[src/rtl/hdlc_pkg.sv]
// hdlc_pkg: shared types and constants for the HDLC receive controller slice.
package hdlc_pkg;

   // Receive controller states
   typedef enum logic [1:0] {
      IDLE,
      HUNT,
      RECV
   } rx_state_t;

   // Flag detector states: FD_ONEn means "a 0 followed by n ones"
   typedef enum logic [2:0] {
      FD_ZERO,
      FD_ONE1,
      FD_ONE2,
      FD_ONE3,
      FD_ONE4,
      FD_ONE5,
      FD_ONE6
   } fd_state_t;

   localparam logic [7:0] HDLC_FLAG = 8'h7E;
   localparam int         STUFF_RUN = 5;
   localparam int         ABORT_RUN = 7;

endpackage

[src/rtl/hdlc_flag_detect.sv]
// hdlc_flag_detect: seven-state Mealy detector for the 01111110 flag.
// w_detect is combinational and fires on the flag's final 0.
// The start state also stands for "previous bit was 0", so a flag is
// recognised straight after reset or enable.
module hdlc_flag_detect
   import hdlc_pkg::*;
(
   input  logic clk,
   input  logic rst,
   input  logic serIn,
   input  logic en,
   output logic w_detect
);

   fd_state_t state;
   fd_state_t state_nxt;

   // State register; disabled receiver holds the detector at its start state
   always_ff @(posedge clk) begin
      if (rst || !en) state <= FD_ZERO;
      else            state <= state_nxt;
   end

   // Next state and Mealy detect output; a seventh 1 in a row falls back to start
   always_comb begin
      state_nxt = FD_ZERO;
      w_detect  = (state == FD_ONE6) && (serIn == HDLC_FLAG[7]);
      if (serIn) begin
         case (state)
            FD_ZERO: state_nxt = FD_ONE1;
            FD_ONE1: state_nxt = FD_ONE2;
            FD_ONE2: state_nxt = FD_ONE3;
            FD_ONE3: state_nxt = FD_ONE4;
            FD_ONE4: state_nxt = FD_ONE5;
            FD_ONE5: state_nxt = FD_ONE6;
            default: state_nxt = FD_ZERO;
         endcase
      end
   end

endmodule

[src/rtl/hdlc_rx_ctrl.sv]
// hdlc_rx_ctrl: HDLC receive controller. Removes zero-stuffing, assembles
// LSB-first bytes and strobes frame start/end/error.
// Optional feature macro HDLC_RX_STATS_EN adds good_cnt/err_cnt outputs.
module hdlc_rx_ctrl
   import hdlc_pkg::*;
#(
   parameter int MAX_BYTES = 64
)
(
   input  logic        clk,
   input  logic        rst,
   input  logic        serIn,
   input  logic        en,
   output logic [7:0]  byte_out,
   output logic        byte_valid,
   output logic        frame_start,
   output logic        frame_end,
   output logic        frame_err
`ifdef HDLC_RX_STATS_EN
   ,
   output logic [15:0] good_cnt,
   output logic [7:0]  err_cnt
`endif
);

   localparam int              CW      = $clog2(MAX_BYTES + 1);
   localparam logic [CW-1:0]   MAX_CNT = CW'(MAX_BYTES);

   rx_state_t     state, state_nxt;
   logic [2:0]    bit_cnt, bit_cnt_nxt;
   logic [2:0]    ones_cnt, ones_cnt_nxt;
   logic [CW-1:0] byte_cnt, byte_cnt_nxt;
   logic [7:0]    shreg, shreg_nxt;
   logic [7:0]    byte_out_nxt;
   logic          byte_valid_nxt, frame_start_nxt, frame_end_nxt, frame_err_nxt;
   logic          w_detect;

   hdlc_flag_detect u_flag_detect (
      .clk      (clk),
      .rst      (rst),
      .serIn    (serIn),
      .en       (en),
      .w_detect (w_detect)
   );

   // Register state, datapath and the strobes so every output is registered
   always_ff @(posedge clk) begin
      if (rst) begin
         state       <= IDLE;
         bit_cnt     <= '0;
         ones_cnt    <= '0;
         byte_cnt    <= '0;
         shreg       <= '0;
         byte_out    <= 8'h00;
         byte_valid  <= 1'b0;
         frame_start <= 1'b0;
         frame_end   <= 1'b0;
         frame_err   <= 1'b0;
      end else begin
         state       <= state_nxt;
         bit_cnt     <= bit_cnt_nxt;
         ones_cnt    <= ones_cnt_nxt;
         byte_cnt    <= byte_cnt_nxt;
         shreg       <= shreg_nxt;
         byte_out    <= byte_out_nxt;
         byte_valid  <= byte_valid_nxt;
         frame_start <= frame_start_nxt;
         frame_end   <= frame_end_nxt;
         frame_err   <= frame_err_nxt;
      end
   end

   // Per-bit decision: flag close, abort, stuff removal, then ordinary data
   always_comb begin
      state_nxt       = state;
      bit_cnt_nxt     = bit_cnt;
      ones_cnt_nxt    = ones_cnt;
      byte_cnt_nxt    = byte_cnt;
      shreg_nxt       = shreg;
      byte_out_nxt    = byte_out;
      byte_valid_nxt  = 1'b0;
      frame_start_nxt = 1'b0;
      frame_end_nxt   = 1'b0;
      frame_err_nxt   = 1'b0;

      if (!en) begin
         state_nxt     = IDLE;
         frame_err_nxt = (state == RECV) && (byte_cnt != '0);
      end else begin
         case (state)
            IDLE: state_nxt = HUNT;
            HUNT: begin
               if (w_detect) begin
                  state_nxt    = RECV;
                  bit_cnt_nxt  = '0;
                  ones_cnt_nxt = '0;
                  byte_cnt_nxt = '0;
               end
            end
            RECV: begin
               if (w_detect) begin
                  if (bit_cnt == 3'd7) frame_end_nxt = (byte_cnt != '0);
                  else                 frame_err_nxt = 1'b1;
                  bit_cnt_nxt  = '0;
                  ones_cnt_nxt = '0;
                  byte_cnt_nxt = '0;
               end else if (serIn && (ones_cnt == 3'(ABORT_RUN - 1))) begin
                  frame_err_nxt = (byte_cnt != '0);
                  state_nxt     = HUNT;
               end else if (!serIn && (ones_cnt == 3'(STUFF_RUN))) begin
                  ones_cnt_nxt = '0;
               end else begin
                  shreg_nxt    = {serIn, shreg[7:1]};
                  bit_cnt_nxt  = bit_cnt + 3'd1;
                  ones_cnt_nxt = serIn ? (ones_cnt + 3'd1) : 3'd0;
                  if (bit_cnt == 3'd7) begin
                     if (byte_cnt < MAX_CNT) begin
                        byte_valid_nxt  = 1'b1;
                        frame_start_nxt = (byte_cnt == '0);
                        byte_out_nxt    = shreg_nxt;
                        byte_cnt_nxt    = byte_cnt + 1'b1;
                     end else begin
                        frame_err_nxt = 1'b1;
                        state_nxt     = HUNT;
                     end
                  end
               end
            end
            default: state_nxt = IDLE;
         endcase
      end
   end

`ifdef HDLC_RX_STATS_EN
   // Frame statistics: good frames wrap, errors saturate; only rst clears them
   always_ff @(posedge clk) begin
      if (rst) begin
         good_cnt <= '0;
         err_cnt  <= '0;
      end else begin
         if (frame_end)                    good_cnt <= good_cnt + 16'd1;
         if (frame_err && err_cnt != 8'hFF) err_cnt  <= err_cnt + 8'd1;
      end
   end
`else
   // Statistics counters are not built in this configuration
`endif

endmodule

[config.mk]
export PLATFORM = sky130hd
export DESIGN_NAME = hdlc_rx_ctrl
export DESIGN_NICKNAME = d
export VERILOG_FILES = /design/src/rtl/hdlc_pkg.sv /design/src/rtl/hdlc_flag_detect.sv /design/src/rtl/hdlc_rx_ctrl.sv
export SDC_FILE = /design/constraint.sdc
export NUM_CORES = 1
export LEC_CHECK = 0
export ABC_CLOCK_PERIOD_IN_PS = 1900
export CORE_MARGIN = 2
export CORE_UTILIZATION = 30
export DETAILED_ROUTE_END_ITERATION = 16
export SYNTH_ARGS = -nofsm -noshare
export SYNTH_HDL_FRONTEND = slang
export SYNTH_SLANG_ARGS = --single-unit
[constraint.sdc]
create_clock -name clk -period 1.9 [get_ports clk]
set_input_delay 0.285 -clock clk [delete_from_list [all_inputs] [get_ports clk]]
set_output_delay 0.285 -clock clk [all_outputs]
set_load 0.005 [all_outputs]
==> impl_metrics.tcl, run 1 <==
set metrics [dict create \
    hp-start "byte_out[5]" \
    final_cell_mix "dfxtp_1, buf_4, nand2_1" \
    routedWlPerCell_microns 13.4 \
    first_global_vias 1592 \
    synth_area_per_cell_sq_um 9.11 \
    synth-seq-cells 37 \
    antenna_found_initial 0 \
    placedCellCount 316 \
    fin_crit_sh_pct 95.3 \
    vias_per_cell 5.06 \
    initial_core_util_pct 31.5 \
    die_area_sq_mm 0.00697 \
    finalWirelength_mm 4.36 \
    path_max_fanout 4 \
    grt_max_degree 22 \
    max_freq_mhz 552 \
    cts-root-buf "clkbuf_8" \
    slew_headroom_pct 56.0 \
    path_class "reg2reg" \
    first_iter_violations 67 \
    grt_pass1_wl_mm 7.38 \
    synth_top_area_cell "dfxtp_1" \
    status "complete, no violations" \
    ys_types 47 \
    pin_count 16 \
    areaGrowthSynthToFinish_pct 30.4 \
    place_congestion 0.823 \
    grt_use_total_pct 13.0 \
    worstMarginPinSlew_ns 0.659 \
    final_common_cell "dfxtp_1" \
    finalClockSkew_ns 0.00681 \
    synth-edff-count 0 \
    instances_no_fill 324 \
    multi_input_area_sq_mm 0.00107 \
    yosysTopAreaCellShare_pct 39.1 \
    critPathArrivalTime_ns 2.00 \
    detailed_place_hpwl_mm 3.18 \
    htreeDepth 2 \
    synthArstFlopShare_pct 0 \
    regArea_sq_um 742 \
    drv_slew 0 \
    yosysSeqAreaShare_pct 39.1 \
    die_h_microns 83.5 \
    startpoint "ones_cnt[1]" \
    synth_nets 223 \
    clkTransAtPathRegs_ns 0.08 \
    power_density_mw_per_mm2 684 \
    num_rows 28 \
    finalWorstSetupSlack_ns 0.0894 \
    nets 263 \
    place.port_buffers 15 \
    cts_sinks 37 \
    core_area_sq_mm 0.00603 \
    ir_drop_mv 0.500 \
    r2r_start "ones_cnt[1]" \
    cts_made_buffers 5 \
    post_cts_buffers 0 \
    end_kind "flop" \
    fin_hold_ws_ns 0.460 \
    fill_cells 603 \
    num_vias 1639 \
    drv_cap 0 \
    finalHoldViolations 0 \
    drc 0 \
    antenna_cells 0 \
    power.leakage_uw 0.000949 \
    synth_cells 208 \
    worstSkewPairLatency_ns 0.29 \
    fin_crit_ns 1.81 \
    drt.antenna.violating_nets 0 \
    hold_buffers 0 \
    worstPathRequired_ns 2.09 \
    cts_max_path_buffers 2 \
    layout-drive-gt1-share_pct 18.5 \
    setup_viol 0 \
    hold_class "reg2reg" \
    overflow 0 \
    cp-start-kind "flop" \
    syn_area_sq_mm 0.00190 \
    fp.dieW_microns 83.5 \
    yosys-top-cells-area "dfxtp_1, mux2i_1, ha_1" \
    cts_tree "done" \
    synth-main-ff-cell "dfxtp_1" \
    fin_setup_tns_ns 0 \
    synth-warning-count 0 \
    place_ws_ns -0.175 \
    dr.pass1.iters 4 \
]
[state kept, by name, summed over array words and instances (netlist names)]
register / count
bit_cnt: 3
byte_cnt: 7
byte_out: 8
byte_valid: 1
frame_end: 1
frame_err: 1
frame_start: 1
ones_cnt: 3
shreg: 7
state: 2
u_flag_detect.state: 3
[through the flow]
step / power (uW) / cell area (sq um) / util, %
after floorplan: 843 / 1900 / -
after global placement: 879 / 2320 / 38.6
after detailed placement: 878 / 2320 / 38.6
after CTS: 1710 / 2460 / 40.8
after global routing: 1750 / 2470 / 41.0
final: 1690 / 2470 / 41.0
[synthesized netlist by cell type (all sizes together) (2+ instances only)]
library cell,instances
dfxtp,37
nand2,25
mux2i,18
nor2,14
inv,12
a21oi,11
ha,11
clkbuf,7
nor3,7
o21ai,6
and3,4
buf,4
nand3,4
o211ai,4
nand4,3
a211o,2
a211oi,2
a311oi,2
a32o,2
and2,2
nand2b,2
nand3b,2
nand4b,2
nor2b,2
nor4,2
o2111ai,2
o21a,2
or4,2
[layout make-up]
type / count / area share, %
Clock buffer: 5 / 2.78
Clock inverter: 3 / 2.78
Timing Repair Buffer: 44 / 15.4
Inverter: 12 / 1.82
Sequential cell: 37 / 30.0
Tap cell: 75 / 3.80
Multi-Input combinational cell: 148 / 43.4
[kinds of logic (layout without fill, tap and decap cells)]
family	after synthesis	count (layout)	share of synthesized area (%)
compound gates	42	42	17.7
simple gates	77	77	21.6
mux	18	18	9.50
buf+inv	23	64	4.82
flops	37	37	39.1
fa+ha+maj	11	11	7.26
[metal layers]
metal | track usage (%) | wire (microns) | share of wire [%]
met1 | 16.8 | 2130 | 49
met2 | 20.0 | 1990 | 46
met3 | 4.15 | 151 | 3.5
met4 | 5.43 | 85 | 2.0
met5 | 0 | 0 | 0
[worst paths after layout]
kind                            slack [ns]          end  depth (start not counted)
worst max-delay path                  0.09  byte_cnt[3]                          6
worst min-delay path                  0.46  byte_out[5]                          2
worst max register to register        0.09  byte_cnt[3]                          6
worst min register to register        0.46  byte_out[5]                          2
[critical path: stages, from the launching register on]
cell,delay [ns]
dfxtp_1,0.38
inv_1,0.06
ha_1,0.22
and3b_1,0.23
o211a_2,0.30
a211o_1,0.27
a32o_1,0.25
[power breakdown]
group | leakage [uW] | internal [uW] | total, uW | switching (uW)
Clock | 0.0000687 | 529 | 830 | 301
Combinational | 0.000581 | 34.9 | 81.1 | 46.2
Sequential | 0.000299 | 777 | 780 | 2.73
Total | 0.000949 | 1340 | 1690 | 350
[repair_timing]
| action | 4_1_cts | 5_1_grt |
|---|---|---|
| setup endpoints to repair | 0 | 5 |
| gates resized for setup | 0 | 3 |
| hold endpoints to repair | 0 | 0 |
Power figures use the tool's default switching activity.
==> inputs of run 2 (changes only) <==
--- a/config.mk
+++ b/config.mk
@@ -6,8 +6,10 @@
 export NUM_CORES = 1
 export LEC_CHECK = 0
 export ABC_CLOCK_PERIOD_IN_PS = 1900
+export CAP_MARGIN = 20
 export CORE_MARGIN = 2
 export CORE_UTILIZATION = 30
+export CTS_CLUSTER_DIAMETER = 80
 export DETAILED_ROUTE_END_ITERATION = 16
 export SYNTH_ARGS = -nofsm -noshare
 export SYNTH_HDL_FRONTEND = slang
==> constraint.sdc (replaced) <==
create_clock -name clk -period 1.9 [get_ports clk]
set_input_delay 0.38 -clock clk [delete_from_list [all_inputs] [get_ports clk]]
set_output_delay 0.38 -clock clk [all_outputs]
set_load 0.005 [all_outputs]
==> run 2 against run 1 <==
Net effect:
- die area unchanged
- clock skew down 0.0026 ns
- via count shrank 1.2%
- highest routed layer unchanged
- worst hold slack about the same
- cell area grew 0.30%
- wire length up 0.48%
- critical path depth unchanged
- final cell count is the same
==> impl_metrics.tcl, run 2 (same netlist as run 1, synthesis figures left out) <==
set metrics [dict create \
    place.port_buffers 15 \
    fin_crit_ns 1.81 \
    end_kind "flop" \
    grt_use_total_pct 13.3 \
    initial_core_util_pct 31.5 \
    post-route-util_pct 41.1 \
    finalHoldViolations 0 \
    path_class "reg2reg" \
    finalClockSkew_ns 0.00420 \
    path_cells "inv_1, ha_1, and3b_2, o211a_2, a211o_1, a32o_1" \
    max_stage_delay_ns 0.35 \
    first_iter_violations 110 \
    largest_register_ff_count 8 \
    grt_pass1_wl_mm 7.41 \
    worstSkewPairLatency_ns 0.30 \
    clkTransAtPathRegs_ns 0.08 \
    multi_input_area_sq_mm 0.00109 \
    antenna_cells 0 \
    drv_slew 0 \
    hold_class "reg2reg" \
    fin_crit_sh_pct 95.4 \
    fp.dieW_microns 83.5 \
    nets 263 \
    top_regs "byte_out x8, byte_cnt x7, shreg x7" \
    fill_cells 597 \
    regArea_sq_um 742 \
    ir_drop_mv 0.319 \
    crit_buf_inv 1 \
    num_rows 28 \
    cts_sinks 37 \
    startpoint "ones_cnt[1]" \
    htreeDepth 2 \
    place_congestion 0.841 \
    die_area_sq_mm 0.00697 \
    power_density_mw_per_mm2 642 \
    setup_viol 0 \
    grt_max_degree 22 \
    slew_headroom_pct 76.7 \
    detailed_place_hpwl_mm 3.15 \
    fin_setup_tns_ns 0 \
    first_global_vias 1537 \
    worstMarginPinSlew_ns 0.350 \
    layout-drive-gt1-share_pct 19.3 \
    cp_slowest_cell "dfxtp_2" \
    cp-start-kind "flop" \
    cts_tree "done" \
    crit_family "compound AO/OA/AOI/OAI gates" \
    worstPathRequired_ns 2.09 \
    dr.pass1.iters 4 \
    max_freq_mhz 552 \
    path_max_fanout 4 \
    overflow 0 \
    finalWorstSetupSlack_ns 0.0875 \
    cts_max_path_buffers 2 \
    r2r_start "ones_cnt[1]" \
    hp-start "byte_out[3]" \
    dpl_cell_area_sq_mm 0.00232 \
    areaGrowthSynthToFinish_pct 30.8 \
    cts_made_buffers 5 \
    vias_per_cell 5.00 \
    cts-root-buf "clkbuf_8" \
    routedWlPerCell_microns 13.5 \
    final_common_cell "dfxtp_1" \
    top_register "byte_out" \
    drv_cap 0 \
    drc 0 \
    final_cell_area_sq_mm 0.00248 \
    die_h_microns 83.5 \
    finalWirelength_mm 4.38 \
    num_vias 1620 \
    drt.antenna.violating_nets 0 \
    critPathArrivalTime_ns 2.00 \
    status "complete, no violations" \
    power.leakage_uw 0.000947 \
    pin_count 16 \
    core_area_sq_mm 0.00603 \
    final_cell_mix "dfxtp_1, buf_4, nand2_1" \
    place_ws_ns -0.301 \
    antenna_found_initial 0 \
]
run 2: cell count changes in the layout (fill, tap and decap cells not counted), sizes merged:
cell           before  now
bufinv              2    1
clkbuf              5    6
clkdlybuf4s50      15   14
clkinvlp            0    1
dlymetal6s2s        0    1
inv                13   12
run 2: final timing paths:
path	to	cells after the start	slack [ns]
max	byte_cnt[3]	6	0.09
min	byte_out[3]	2	0.46
max reg2reg	byte_cnt[3]	6	0.09
min reg2reg	byte_out[3]	2	0.46
run 2: timing repair:
item,in CTS,in global routing
gates resized for setup,0,8
setup endpoints to repair,0,14
buffers inserted,0,1
hold buffers,0,0
run 2: layout make-up:
cell class | instances | share of cell area [%]
Clock buffer | 6 | 3.33
Inverter | 12 | 1.82
Sequential cell | 37 | 29.9
Multi-Input combinational cell | 148 | 44.0
Tap cell | 75 | 3.79
Timing Repair Buffer | 44 | 15.6
Clock inverter | 2 | 1.51
run 2: through the flow:
stage               hold WS, ns  total power, uW  instances
floorplan                 0.438              843        208
global placement          0.444              879        315
detailed placement        0.447              879        315
CTS                       0.464             1600        323
global route              0.485             1650        324
finish                    0.460             1590        324
run 2: worst reg2reg max path, stage by stage (launching register included):
cell and delay [ns]:
dfxtp_2 0.35, inv_1 0.04, ha_1 0.23, and3b_2 0.26
o211a_2 0.29, a211o_1 0.27, a32o_1 0.25
run 2: power breakdown:
group / internal [uW] / switching [uW]
Sequential: 777 / 3.09
Clock: 427 / 299
Combinational: 38.3 / 46.6
Total: 1240 / 349
run 2: per-layer routing:
layer | up-vias | track usage [%] | part of all wire [%]
met5 | - | 0 | 0
met4 | 0 | 6.45 | 2.4
met3 | 9 | 3.36 | 4.3
met2 | 31 | 19.4 | 44
met1 | 749 | 18.1 | 49
li1 | 831 | - | -
==> inputs of run 3 (changes only) <==
--- a/config.mk
+++ b/config.mk
@@ -5,12 +5,14 @@
 export SDC_FILE = /design/constraint.sdc
 export NUM_CORES = 1
 export LEC_CHECK = 0
-export ABC_CLOCK_PERIOD_IN_PS = 1900
+export ABC_CLOCK_PERIOD_IN_PS = 1450
 export CAP_MARGIN = 20
 export CORE_MARGIN = 2
 export CORE_UTILIZATION = 30
 export CTS_CLUSTER_DIAMETER = 80
 export DETAILED_ROUTE_END_ITERATION = 16
+export GPL_ROUTABILITY_DRIVEN = 0
+export HOLD_SLACK_MARGIN = 0.06
 export SYNTH_ARGS = -nofsm -noshare
 export SYNTH_HDL_FRONTEND = slang
 export SYNTH_SLANG_ARGS = --single-unit
==> constraint.sdc (replaced) <==
create_clock -name clk -period 1.45 [get_ports clk]
set_input_delay 0.29 -clock clk [delete_from_list [all_inputs] [get_ports clk]]
set_output_delay 0.29 -clock clk [all_outputs]
set_load 0.005 [all_outputs]
==> run 3 against run 2 <==
Net effect:
- the run now ends with negative setup slack left
- setup slack lost 0.34 ns
- sequential power is 31% higher
- global-route usage up 2.2 points
- core utilization rose by 8.9 points
- clock skew increased by 0.0011 ns
- non-clock buffer count increased by 34
- clock power grew 29%
- die area is the same
- largest power group unchanged
==> impl_metrics.tcl, run 3 (same netlist as run 1, synthesis figures left out) <==
set metrics [dict create \
    status "finished with violations" \
    violations "negative setup slack" \
    fp.dieW_microns 83.5 \
    regArea_sq_um 763 \
    vias_per_cell 5.10 \
    cts_tree "done" \
    fill_cells 565 \
    multi_input_area_sq_mm 0.00131 \
    cp-start-kind "flop" \
    top_regs "byte_out x8, byte_cnt x7, shreg x7" \
    top_register "byte_out" \
    worstSkewPairLatency_ns 0.30 \
    rsz0062_at_grt "true" \
    critPathArrivalTime_ns 1.90 \
    power_uw 2120 \
    core_area_sq_mm 0.00603 \
    cts_sinks 37 \
    drv_cap 0 \
    antenna_cells 0 \
    overflow 0 \
    clkTransAtPathRegs_ns 0.08 \
    grt_max_degree 16 \
    end_kind "flop" \
    power.leakage_uw 0.00123 \
    die_area_sq_mm 0.00697 \
    pin_count 16 \
    path_class "reg2reg" \
    worstMarginPinSlew_ns 0.385 \
    hold_class "reg2reg" \
    nets 297 \
    drc 0 \
    slew_headroom_pct 74.3 \
    fin_crit_ns 1.71 \
    first_global_vias 1893 \
    power_density_mw_per_mm2 704 \
    drv_slew 0 \
    layout-drive-gt1-share_pct 43.1 \
    cts_max_path_buffers 2 \
    max_freq_mhz 586 \
    largest_register_ff_count 8 \
    final_cell_mix "buf_4, dfxtp_1, nand2_1" \
    ir_drop_mv 0.426 \
    cts-root-buf "clkbuf_8" \
    grt_use_total_pct 15.4 \
    worstPathRequired_ns 1.64 \
    finalHoldViolations 0 \
    routedWlPerCell_microns 15.0 \
    finalClockSkew_ns 0.00533 \
    finalWorstSetupSlack_ns -0.256 \
    htreeDepth 2 \
    instances_no_fill 358 \
    setup_viol 32 \
    dr.pass1.iters 4 \
    final_common_cell "buf_4" \
    antenna_found_initial 0 \
    finalWirelength_mm 5.36 \
    first_iter_violations 94 \
    areaGrowthSynthToFinish_pct 58.9 \
    num_rows 28 \
    drt.antenna.violating_nets 0 \
    grt_pass1_wl_mm 8.75 \
    path_max_fanout 4 \
    die_h_microns 83.5 \
    placedCellCount 334 \
    detailed_place_hpwl_mm 3.47 \
    place.port_buffers 15 \
    initial_core_util_pct 31.5 \
    fin_crit_sh_pct 118 \
    cts_made_buffers 5 \
    num_vias 1825 \
]
[run 3: changes by cell type in the layout (fill, tap and decap cells not counted), sizes merged]
cell / delta
buf: +34
clkdlybuf4s50: -6
dlymetal6s2s: +5
clkbuf: -1
clkinv: +1
dlygate4sd2: +1
[run 3: metrics by stage]
stage               area [sq um]  utilization [%]  setup TNS, ns  worst slack (ns)  hold WS, ns
detailed placement          2520             41.9         -20.49            -0.721        0.453
global placement            2520             41.9         -19.03            -0.680        0.444
global route                3010             50.0          -5.57            -0.302        0.476
floorplan                   1990                -          -1.82            -0.180        0.377
CTS                         2900             48.1          -3.24            -0.206        0.465
finish                      3010             50.0          -3.54            -0.256        0.455
[run 3: what timing repair did]
| action | in CTS | in global routing |
|---|---|---|
| setup buffers | 11 | 7 |
| hold buffers | 0 | 0 |
| gates resized for setup | 40 | 21 |
| pin swaps | 30 | 21 |
| endpoints found under the hold margin | 0 | 0 |
| endpoints found under the setup margin | 34 | 42 |
[run 3: power by group]
part	switching (uW)	internal, uW	leakage, uW	total [uW]
sequential	3.22	1010	0.000305	1020
clock	421	515	0.0000543	937
combinational	84.7	84.1	0.000867	169
total	509	1610	0.00123	2120
[run 3: area by class of cell]
type / count / share of cell area (%)
sequential: 37 / 25.3
timing repair buffer: 78 / 22.8
tap: 75 / 3.11
multi-input combinational: 148 / 43.4
clock inverter: 3 / 1.54
inverter: 12 / 1.50
clock buffer: 5 / 2.28
[run 3: path summary, 6_finish.rpt]
kind                             startpoint           to  slack (ns)  cells after the start
worst max register to register  ones_cnt[1]  byte_cnt[4]       -0.26                      6
worst max-delay path            ones_cnt[1]  byte_cnt[4]       -0.26                      6
worst min register to register  byte_out[5]  byte_out[5]        0.46                      2
worst min-delay path            byte_out[5]  byte_out[5]        0.46                      2
[run 3: per-layer routing]
metal	global-route usage, %	share of wire, %	vias to the layer above
li1	-	-	902
met1	18.9	47	887
met2	26.0	49	31
met3	4.06	2.9	5
met4	5.57	1.5	0
met5	0	0	-
[run 3: worst max-delay path, cell delays in order, from the launching register on]
cell and delay, ns:
dfxtp_4 0.38, inv_2 0.04, ha_4 0.17, and3b_2 0.23, o211a_4 0.25, a211o_1 0.28
a32o_1 0.25
